==> config.mk <==
export PLATFORM = sky130hd
export DESIGN_NAME = riscv_em_ppreg
export DESIGN_NICKNAME = d
export VERILOG_FILES = /design/src/rtl/riscv_em_ppreg_pkg.sv /design/src/rtl/riscv_em_ppreg_store_align.sv /design/src/rtl/riscv_em_ppreg.sv
export SDC_FILE = /design/constraint.sdc
export NUM_CORES = 1
export LEC_CHECK = 0
export BUFFER_PORTS_ARGS = -buffer_cell sky130_fd_sc_hd__buf_2
export CAP_MARGIN = 0
export CORE_AREA = 4 4 264 266
export DETAILED_ROUTE_END_ITERATION = 8
export DIE_AREA = 0 0 268 270
export MAX_ROUTING_LAYER = met4
export SLEW_MARGIN = 25
export SYNTH_ARGS = -nofsm -noshare
export SYNTH_HDL_FRONTEND = slang
export SYNTH_SLANG_ARGS = --single-unit
==> constraint.sdc <==
create_clock -name i_riscv_em_clk -period 15 [get_ports i_riscv_em_clk]
set_clock_uncertainty 0.2 [all_clocks]
set_input_delay 2.25 -clock i_riscv_em_clk [delete_from_list [all_inputs] [get_ports i_riscv_em_clk]]
set_output_delay 2.25 -clock i_riscv_em_clk [all_outputs]
set_load 0.03 [all_outputs]
==> src/rtl/riscv_em_ppreg_pkg.sv <==
// Shared definitions for the execute/memory pipeline register:
// store-size encodings, mcause codes, the stage record and exception encoding.
package riscv_em_ppreg_pkg;

  localparam logic [1:0] SZ_B = 2'b00;
  localparam logic [1:0] SZ_H = 2'b01;
  localparam logic [1:0] SZ_W = 2'b10;
  localparam logic [1:0] SZ_D = 2'b11;

  localparam logic [3:0] CAUSE_INST_MISALIGN  = 4'd0;
  localparam logic [3:0] CAUSE_LOAD_MISALIGN  = 4'd4;
  localparam logic [3:0] CAUSE_STORE_MISALIGN = 4'd6;

  typedef struct packed {
    logic        valid;
    logic [3:0]  cause;
  } exc_t;

  typedef struct packed {
    logic        valid;
    logic [63:0] pc;
    logic [63:0] result;
    logic [63:0] dcache_addr;
    logic [63:0] csrwritedata;
    logic [63:0] wdata;
    logic [7:0]  byte_en;
    logic        memw;
    logic        memr;
    logic        regw;
    logic [2:0]  memext;
    logic [4:0]  rdaddr;
    logic [2:0]  resultsrc;
    logic        exc_valid;
    logic [3:0]  exc_cause;
  } em_reg_t;

  // Instruction misalignment outranks load, which outranks store.
  function automatic exc_t exc_encode(input logic inst_mis, input logic load_mis,
                                      input logic store_mis);
    exc_t e;
    e.valid = inst_mis | load_mis | store_mis;
    if (inst_mis) begin
      e.cause = CAUSE_INST_MISALIGN;
    end else if (load_mis) begin
      e.cause = CAUSE_LOAD_MISALIGN;
    end else if (store_mis) begin
      e.cause = CAUSE_STORE_MISALIGN;
    end else begin
      e.cause = 4'd0;
    end
    return e;
  endfunction

endpackage

==> src/rtl/riscv_em_ppreg_store_align.sv <==
// Store lane alignment: replicates store data across the 64-bit bus and
// produces the byte strobes for the addressed lanes.
module riscv_store_align
  import riscv_em_ppreg_pkg::*;
(
  input  logic [2:0]  addr_i,
  input  logic [1:0]  storesrc_i,
  input  logic [63:0] data_i,
  output logic [63:0] wdata_o,
  output logic [7:0]  byte_en_o
);

  // Replicate the sized operand and shift the strobe to its naturally aligned lane.
  always_comb begin
    wdata_o   = 64'd0;
    byte_en_o = 8'h00;
    case (storesrc_i)
      SZ_B: begin
        wdata_o   = {8{data_i[7:0]}};
        byte_en_o = 8'h01 << addr_i;
      end
      SZ_H: begin
        wdata_o   = {4{data_i[15:0]}};
        byte_en_o = 8'h03 << {addr_i[2:1], 1'b0};
      end
      SZ_W: begin
        wdata_o   = {2{data_i[31:0]}};
        byte_en_o = 8'h0F << {addr_i[2], 2'b00};
      end
      SZ_D: begin
        wdata_o   = data_i;
        byte_en_o = 8'hFF;
      end
      default: begin
        wdata_o   = 64'd0;
        byte_en_o = 8'h00;
      end
    endcase
  end

endmodule

==> src/rtl/riscv_em_ppreg.sv <==
// Execute-to-memory pipeline register with store alignment, misalignment
// exception qualification, stall-hold and (deferred) flush-to-bubble.
module riscv_em_ppreg
  import riscv_em_ppreg_pkg::*;
#(
  parameter int XLEN = 64
) (
  input  logic            i_riscv_em_clk,
  input  logic            i_riscv_em_rst,
  input  logic            i_riscv_em_globstall,
  input  logic            i_riscv_em_flush,
  input  logic            i_riscv_em_valid,
  input  logic [XLEN-1:0] i_riscv_em_pc,
  input  logic [XLEN-1:0] i_riscv_em_result,
  input  logic [XLEN-1:0] i_riscv_em_dcache_addr,
  input  logic [XLEN-1:0] i_riscv_em_store_data,
  input  logic            i_riscv_em_memw,
  input  logic            i_riscv_em_memr,
  input  logic [1:0]      i_riscv_em_storesrc,
  input  logic [2:0]      i_riscv_em_memext,
  input  logic            i_riscv_em_regw,
  input  logic [4:0]      i_riscv_em_rdaddr,
  input  logic [2:0]      i_riscv_em_resultsrc,
  input  logic [XLEN-1:0] i_riscv_em_csrwritedata,
  input  logic            i_riscv_em_inst_misaligned,
  input  logic            i_riscv_em_load_misaligned,
  input  logic            i_riscv_em_store_misaligned,
  output logic            o_riscv_em_valid,
  output logic [XLEN-1:0] o_riscv_em_pc,
  output logic [XLEN-1:0] o_riscv_em_result,
  output logic [XLEN-1:0] o_riscv_em_dcache_addr,
  output logic [XLEN-1:0] o_riscv_em_csrwritedata,
  output logic [XLEN-1:0] o_riscv_em_dcache_wdata,
  output logic [7:0]      o_riscv_em_byte_en,
  output logic            o_riscv_em_memw,
  output logic            o_riscv_em_memr,
  output logic            o_riscv_em_regw,
  output logic [2:0]      o_riscv_em_memext,
  output logic [4:0]      o_riscv_em_rdaddr,
  output logic [2:0]      o_riscv_em_resultsrc,
  output logic            o_riscv_em_exc_valid,
  output logic [3:0]      o_riscv_em_exc_cause
);

  em_reg_t     em_q, em_d;
  logic        flush_pend_q, flush_pend_d;
  exc_t        exc_s;
  logic [63:0] wdata_s;
  logic [7:0]  byte_en_s;

  riscv_store_align u_store_align (
    .addr_i     (i_riscv_em_dcache_addr[2:0]),
    .storesrc_i (i_riscv_em_storesrc),
    .data_i     (i_riscv_em_store_data),
    .wdata_o    (wdata_s),
    .byte_en_o  (byte_en_s)
  );

  // Next stage contents: bubble on (pending) flush, else qualified inputs.
  always_comb begin
    exc_s = exc_encode(i_riscv_em_inst_misaligned, i_riscv_em_load_misaligned,
                       i_riscv_em_store_misaligned);
    em_d  = '0;
    if (i_riscv_em_flush || flush_pend_q) begin
      em_d = '0;
    end else begin
      em_d.valid        = i_riscv_em_valid;
      em_d.pc           = i_riscv_em_pc;
      em_d.result       = i_riscv_em_result;
      em_d.dcache_addr  = i_riscv_em_dcache_addr;
      em_d.csrwritedata = i_riscv_em_csrwritedata;
      em_d.wdata        = wdata_s;
      em_d.memext       = i_riscv_em_memext;
      em_d.rdaddr       = i_riscv_em_rdaddr;
      em_d.resultsrc    = i_riscv_em_resultsrc;
      if (i_riscv_em_valid && exc_s.valid) begin
        em_d.exc_valid = 1'b1;
        em_d.exc_cause = exc_s.cause;
      end else if (i_riscv_em_valid) begin
        em_d.memw = i_riscv_em_memw;
        em_d.memr = i_riscv_em_memr;
        em_d.regw = i_riscv_em_regw;
      end else begin
        em_d.memw = 1'b0;
      end
      em_d.byte_en = em_d.memw ? byte_en_s : 8'h00;
    end
  end

  // A flush seen during a stall is remembered until the first free edge.
  always_comb begin
    if (i_riscv_em_globstall) begin
      flush_pend_d = flush_pend_q | i_riscv_em_flush;
    end else begin
      flush_pend_d = 1'b0;
    end
  end

  // Pending-flush flag.
  always_ff @(posedge i_riscv_em_clk or posedge i_riscv_em_rst) begin
    if (i_riscv_em_rst) begin
      flush_pend_q <= 1'b0;
    end else begin
      flush_pend_q <= flush_pend_d;
    end
  end

  // Stage register, held while globally stalled.
  always_ff @(posedge i_riscv_em_clk or posedge i_riscv_em_rst) begin
    if (i_riscv_em_rst) begin
      em_q <= '0;
    end else if (!i_riscv_em_globstall) begin
      em_q <= em_d;
    end else begin
      em_q <= em_q;
    end
  end

  assign o_riscv_em_valid        = em_q.valid;
  assign o_riscv_em_pc           = em_q.pc;
  assign o_riscv_em_result       = em_q.result;
  assign o_riscv_em_dcache_addr  = em_q.dcache_addr;
  assign o_riscv_em_csrwritedata = em_q.csrwritedata;
  assign o_riscv_em_dcache_wdata = em_q.wdata;
  assign o_riscv_em_byte_en      = em_q.byte_en;
  assign o_riscv_em_memw         = em_q.memw;
  assign o_riscv_em_memr         = em_q.memr;
  assign o_riscv_em_regw         = em_q.regw;
  assign o_riscv_em_memext       = em_q.memext;
  assign o_riscv_em_rdaddr       = em_q.rdaddr;
  assign o_riscv_em_resultsrc    = em_q.resultsrc;
  assign o_riscv_em_exc_valid    = em_q.exc_valid;
  assign o_riscv_em_exc_cause    = em_q.exc_cause;

endmodule

==> flow_summary.json, run 1 <==
{
  "path_delay_family": "buffers and inverters",
  "hold_path_class": "register to register",
  "cts.sinks": 347,
  "cp_slowest_cell": "buf_4",
  "routed_wirelength_mm": 49.5,
  "postRouteAntennaNets": 0,
  "die_h_um": 270,
  "ir_drop_uv": 55.3,
  "ios": 692,
  "clkLatencyLatePin_ns": 0.53,
  "cp_max_fo": 95,
  "syn-cell-area_sq_mm": 0.0132,
  "core_area_sq_mm": 0.0670,
  "grt_pass1_vias": 11700,
  "synth_edf_count": 0,
  "ys_seq_area_share_pct": 66.0,
  "viasPerCell": 4.40,
  "cts_setup_buffers": 0,
  "fillCellCount": 6968,
  "ys_types": 32,
  "criticalPathCategory": "primary input to register",
  "synthCells": 960,
  "slew_headroom_pct": 32.4,
  "synth_ff_type": "dfrtp_1",
  "grt_max_degree": 174,
  "multi_input_area_sq_mm": 0.00404,
  "cts-root-buf": "clkbuf_16",
  "yosysWarnings": 0,
  "power.total_mw": 2.47,
  "drtIter0Drc": 597,
  "period_share_pct": 30.2,
  "start_util_pct": 19.6,
  "reg2reg_from": "flush_pend_q",
  "synth_seq_cells": 347,
  "io_buffers": 689,
  "grt_antenna_before_repair": 9,
  "timing.fmax_mhz": 221,
  "fp.dieW_um": 268,
  "numCtsBuffers": 40,
  "hold_violations": 0,
  "cap_violations": 0,
  "status": "complete, no violations",
  "h-tree-depth": 2,
  "firstDrtPassIters": 5,
  "cp-startpoint": "i_riscv_em_globstall",
  "route.detailed.wl_per_inst_um": 19.6,
  "worstPathCellList": "buf_8, nor3_2, buf_4, buf_4, a22o_1",
  "gp_congestion": 0.818,
  "dp_slack_ns": 9.98,
  "drive_gt1_share_pct": 47.3,
  "async_flop_share_pct": 100,
  "path_buf_inv": 3,
  "setup_violations": 0,
  "finalNetCount": 1960,
  "globalRouteTotalUtil_pct": 13.2,
  "end_kind": "register",
  "slew_violations": 0,
  "cts_hold_buf": 0,
  "rows": 95,
  "leakage_nw": 10.3,
  "min-delay-start": "o_riscv_em_dcache_wdata[14]",
  "grt_pass1_wl_mm": 72.5,
  "die_area_sq_mm": 0.0724,
  "fin_crit_ns": 4.53,
  "rsz0062_at_grt": "false",
  "tightest_slew_ns": 1.01,
  "cp.arrival_ns": 4.80,
  "cp.required_ns": 15.27,
  "crit_top_cell": "buf_4",
  "synth_area_per_cell_sq_um": 13.7,
  "clock_path_buffers": 3,
  "fin_ws_ns": 10.47,
  "clk_pin_slew_worst_paths_ns": 0.06,
  "grt-ovfl-total": 0,
  "ff_latch_area_sq_mm": 0.00868,
  "cts_resized": 0,
  "cts_tree": "yes",
  "drcViolationCount": 0,
  "vias": 11100,
  "cp-start-kind": "primary input",
  "power_density_mw_per_mm2": 131,
  "max_stage_delay_ns": 0.84,
  "place_hpwl_mm": 36.6,
  "areaGrowthSynthToFinish_pct": 43.2,
  "fin_setup_tns_ns": 0
}
flip-flops by register name, indices dropped and copies added, names as in the netlist, 2 cells and up:
register and count:
o_riscv_em_rdaddr 5, o_riscv_em_dcache_wdata 64, o_riscv_em_memext 3, o_riscv_em_pc 64, o_riscv_em_dcache_addr 64, o_riscv_em_exc_cause 2
o_riscv_em_resultsrc 3, o_riscv_em_csrwritedata 64, o_riscv_em_byte_en 8, o_riscv_em_result 64
power breakdown:
part,leakage (nW),internal (mW),switching [mW]
combinational,4.96,0.139,0.279
sequential,4.63,1.00,0.0386
clock,0.673,0.620,0.390
total,10.3,1.76,0.708
cell usage after synthesis, drive strengths merged (5+ instances only):
library cell,instances,area share (%)
nand2,56,1.6
clkbuf,50,1.4
nand2b,8,0.38
o21ai,31,1.2
inv,6,0.17
a31oi,5,0.24
buf,40,1.7
o31ai,6,0.34
nor2,12,0.36
a21oi,16,0.69
mux2i,56,4.3
a22o,304,20
dfrtp,347,66
worst min-delay path: stages, from the launching register on:
cell	delay [ns]
dfrtp_1	0.34
nand2_1	0.05
o21ai_0	0.05
metal layers:
layer	GRT usage, %	vias up	share of wire, %
li1	-	4947	-
met1	14.9	5559	39
met2	21.7	529	48
met3	4.48	90	9.5
met4	4.78	0	3.5
met5	-	-	0
layout by cell type, fill, tap and decap left out, types with 2 or more instances in the layout:
master	n
diode_2	8
conb_1	2
o22ai_1	3
mux2i_1	56
clkbuf_1	6
o31ai_1	6
buf_6	2
a22o_1	304
a32o_1	4
a21oi_2	3
o21ai_0	31
clkinvlp_4	2
clkinv_2	9
nor3b_1	2
bufinv_16	5
nor2_1	11
clkbuf_16	41
nand2_1	56
nand4_1	2
a31oi_1	5
clkbuf_8	7
nor3_1	2
buf_4	10
buf_2	688
inv_1	5
dfrtp_1	347
a21oi_1	13
nand2b_1	8
area by class of cell:
class,instances,area share (%)
multi-input cells,518,21.5
inverters,6,0.159
diodes,8,0.106
clock inverters,17,1.16
clock buffers,54,6.08
flip-flops and latches,347,46.1
repair buffers,703,19.1
well taps,873,5.80
cell families (layout without fill, tap and decap cells):
logic type             after synthesis  in the layout  synth area share [%]
multiplexers                        56             56                  4.26
flip-flops                         347            347                  66.0
XOR/XNOR                             1              1                0.0666
buffers and inverters               96            780                  3.32
other                                1             10                0.0285
AND/OR/NAND/NOR                     89             89                  3.10
AO/OA/AOI/OAI                      370            370                  23.2
final timing paths:
path	to	slack, ns	depth (start not counted)
worst min-delay path	o_riscv_em_dcache_wdata[14]	0.28	2
worst max-delay path	o_riscv_em_pc[24]	10.47	5
min in group asynchronous	o_riscv_em_result[57]	1.58	2
worst max register to register	o_riscv_em_pc[24]	12.13	4
worst min register to register	o_riscv_em_dcache_wdata[14]	0.28	2
max in group asynchronous	o_riscv_em_dcache_wdata[3]	11.11	4
stage by stage:
step | area [sq um] | hold WS [ns] | util [%] | std cells
global placement | 17400 | 0.265 | 26.0 | 2446
finish | 18800 | 0.277 | 28.1 | 2526
detailed placement | 17400 | 0.274 | 26.0 | 2446
CTS | 18800 | 0.289 | 28.0 | 2517
floorplan | 13200 | 0.343 | - | 961
global route | 18800 | 0.305 | 28.1 | 2526
No activity file was read; power rests on OpenSTA's default activity.
==> run 2: changes to the inputs <==
ABC_AREA = 1   (was not set)
CORE_AREA = 4 4 265 267   (was 4 4 264 266)
DIE_AREA = 0 0 269 271   (was 0 0 268 270)
clock period = 4.2 ns   (was 15 ns; I/O delays follow)
==> run 2 against run 1 <==
Power increased to 3.5 times the previous value. Count of clock-buffer cells in the layout decreased by 2. Global-route usage about the same. First-iteration DRC count decreased by 2.3%. Highest routed layer unchanged.
==> flow_summary.json, run 2 <==
{
  "status": "complete, no violations",
  "busiest_layer": "met2",
  "synth_fa_ha_area_share_pct": 0,
  "p_int_mw": 6.10,
  "power.total_mw": 8.64,
  "cp-start-kind": "register",
  "setup_violations": 0,
  "comb_power_share_pct": 17.3,
  "placed_area_sq_mm": 0.0176,
  "slew_violations": 0,
  "synth_area_per_cell_sq_um": 12.1,
  "numCtsBuffers": 39,
  "route.detailed.wl_per_inst_um": 18.5,
  "gp_congestion": 0.937,
  "synthMuxAreaShare_pct": 0,
  "synth_top_family_by_area": "compound AO/OA/AOI/OAI gates",
  "yosysMostFrequentCell": "dfrtp_1",
  "cp.arrival_ns": 2.69,
  "synth-xor-area-share_pct": 0,
  "cts-root-buf": "clkbuf_16",
  "viasPerCell": 4.36,
  "start_util_pct": 19.6,
  "clkLatencyLatePin_ns": 0.54,
  "reg2reg_from": "flush_pend_q",
  "vias": 11700,
  "drcViolationCount": 0,
  "place_hpwl_mm": 37.1,
  "core_area_sq_mm": 0.0681,
  "areaGrowthSynthToFinish_pct": 42.0,
  "min-delay-start": "i_riscv_em_csrwritedata[14]",
  "dp_slack_ns": 1.26,
  "cap_violations": 0,
  "cp.required_ns": 4.45,
  "synth_top_area_cell": "dfrtp_1",
  "cp_slowest_cell": "inv_8",
  "power_density_mw_per_mm2": 457,
  "clk_pin_slew_worst_paths_ns": 0.06,
  "rsz0062_at_grt": "false",
  "grt-ovfl-total": 0,
  "criticalPathCategory": "register to register",
  "stdcell_count": 2683,
  "fin_area_sq_mm": 0.0189,
  "synth.area.top_cells": "dfrtp_1 (65%), a22o_1 (17%), nand2_1 (6.6%)",
  "hold_violations": 0,
  "met3_usage_pct": 3.31,
  "end_kind": "register",
  "grt_use_met1_pct": 15.9,
  "ir_drop_uv": 213,
  "grt_pass1_wl_mm": 72.9,
  "globalRouteTotalUtil_pct": 13.1,
  "slew_headroom_pct": 35.5,
  "postRouteAntennaNets": 0,
  "yosysWarnings": 0,
  "synth_commonest_cells": "dfrtp_1 (347), a22o_1 (264), nand2_1 (234)",
  "place_inst": 2610,
  "synth_seq_cells": 347,
  "fillCellCount": 7192,
  "netSwitchingPower_mw": 2.54,
  "cts_tree": "yes",
  "synthCells": 1100,
  "synth_edf_count": 0,
  "clkPwrFrac_pct": 39.6,
  "firstDrtPassIters": 5,
  "ios": 692,
  "cts_resized": 0,
  "max_stage_delay_ns": 0.54,
  "io_buffers": 689,
  "fin_ws_ns": 1.76,
  "grt_pass1_vias": 12200,
  "cp-startpoint": "flush_pend_q",
  "ys_types": 28,
  "rows": 96,
  "hold_path_class": "primary input to register",
  "cp_max_fo": 140,
  "die_h_um": 271,
  "finalNetCount": 2115,
  "drtIter0Drc": 583,
  "layout_commonest_cell": "buf_2",
  "fp.dieW_um": 269,
  "async_flop_share_pct": 100,
  "synth_compound_area_share_pct": 21.1,
  "die_area_sq_mm": 0.0729,
  "yosys.area_share.simple_pct": 8.90,
  "cts.sinks": 347,
  "final_cell_mix": "buf_2 (688), dfrtp_1 (347), a22o_1 (264)",
  "h-tree-depth": 2,
  "p_sw_share_pct": 29.4,
  "yosysTopAreaCellShare_pct": 65.2,
  "routed_wirelength_mm": 49.6,
  "grt_antenna_before_repair": 2,
  "tightest_slew_ns": 0.968,
  "leakage_nw": 10.5,
  "drive_gt1_share_pct": 44.3,
  "fin_crit_ns": 2.44,
  "clock_path_buffers": 3,
  "timing.fmax_mhz": 409,
  "synth_ff_type": "dfrtp_1",
  "period_share_pct": 58.2,
  "met2_usage_pct": 21.6,
  "worstPathCellList": "nor2_4, nand2_8, inv_8, o21ai_0, o21ai_1",
  "ys_seq_area_share_pct": 65.2,
  "p_seq_share_pct": 43.1,
  "syn-cell-area_sq_mm": 0.0133,
  "grt_max_degree": 173
}
run 2: cell count changes after synthesis, sizes merged, moves of 4 or more:
cell and change:
a21o +4, a22o -40, a31oi -5, a32o -4, buf +11, clkbuf -15, inv +14, mux2i -56
nand2 +180, nand2b -8, nand3 +30, nor2 +7, o21ai +41, o31ai -6
run 2: power by group through the flow:
stage,Clock (mW),Combinational (mW),Sequential (mW)
2_1_floorplan,0,0.434,4.24
3_3_place_gp,0,1.49,3.78
3_5_place_dp,0,1.50,3.78
4_1_cts,3.54,1.51,3.72
5_1_grt,3.68,1.60,3.75
6_report,3.42,1.49,3.72
run 2: layout make-up:
cell class | instances | area (sq um) | area share, %
well taps | 882 | 1100 | 5.84
inverters | 20 | 86.3 | 0.457
diodes | 2 | 5.00 | 0.0265
repair buffers | 715 | 3730 | 19.7
flip-flops and latches | 347 | 8680 | 45.9
clock buffers | 52 | 1150 | 6.07
multi-input cells | 648 | 4000 | 21.1
clock inverters | 17 | 153 | 0.807
run 2: metrics by stage:
step	utilization [%]	TNS [ns]	hold slack [ns]
finish	27.8	0	0.104
global route	27.8	0	0.0592
CTS	27.7	0	0.0523
detailed placement	25.8	0	0.260
global placement	25.8	0	0.259
floorplan	-	-442.23	0.319
run 2: worst paths after layout:
path	end	slack, ns	cells past startpoint
max in group asynchronous	o_riscv_em_dcache_addr[42]	2.28	5
min reg2reg	o_riscv_em_dcache_wdata[17]	0.27	1
max reg2reg	o_riscv_em_dcache_wdata[37]	1.76	5
min in group asynchronous	o_riscv_em_pc[63]	0.48	3
min	o_riscv_em_csrwritedata[14]	0.10	2
max	o_riscv_em_dcache_wdata[37]	1.76	5
run 2: worst max-delay path, delay by kind of cell (launching register included):
family                 cells  cell delay, ns
buffers and inverters      1            0.54
DFF                        1            0.39
AOI/OAI and AO/OA          2            0.77
and+or+nand+nor            2            0.37
run 2: what timing repair did:
action	4_1_cts	5_1_grt
endpoints found under the hold margin	0	5
buffers inserted	0	0
hold buffers	0	1
run 2: cell families (layout without fill, tap and decap cells):
family                 Yosys count  after routing
AND/OR/NAND/NOR                290            290
flip-flops                     347            347
AO/OA/AOI/OAI                  356            356
other                            1              4
buffers and inverters          106            804
run 2: per-layer routing:
layer  up-vias  wire length (um)
met4         0              1430
met3        96              3940
met2       586             23900
met1      5749             20400
li1       5260                 -
met5         -                 0
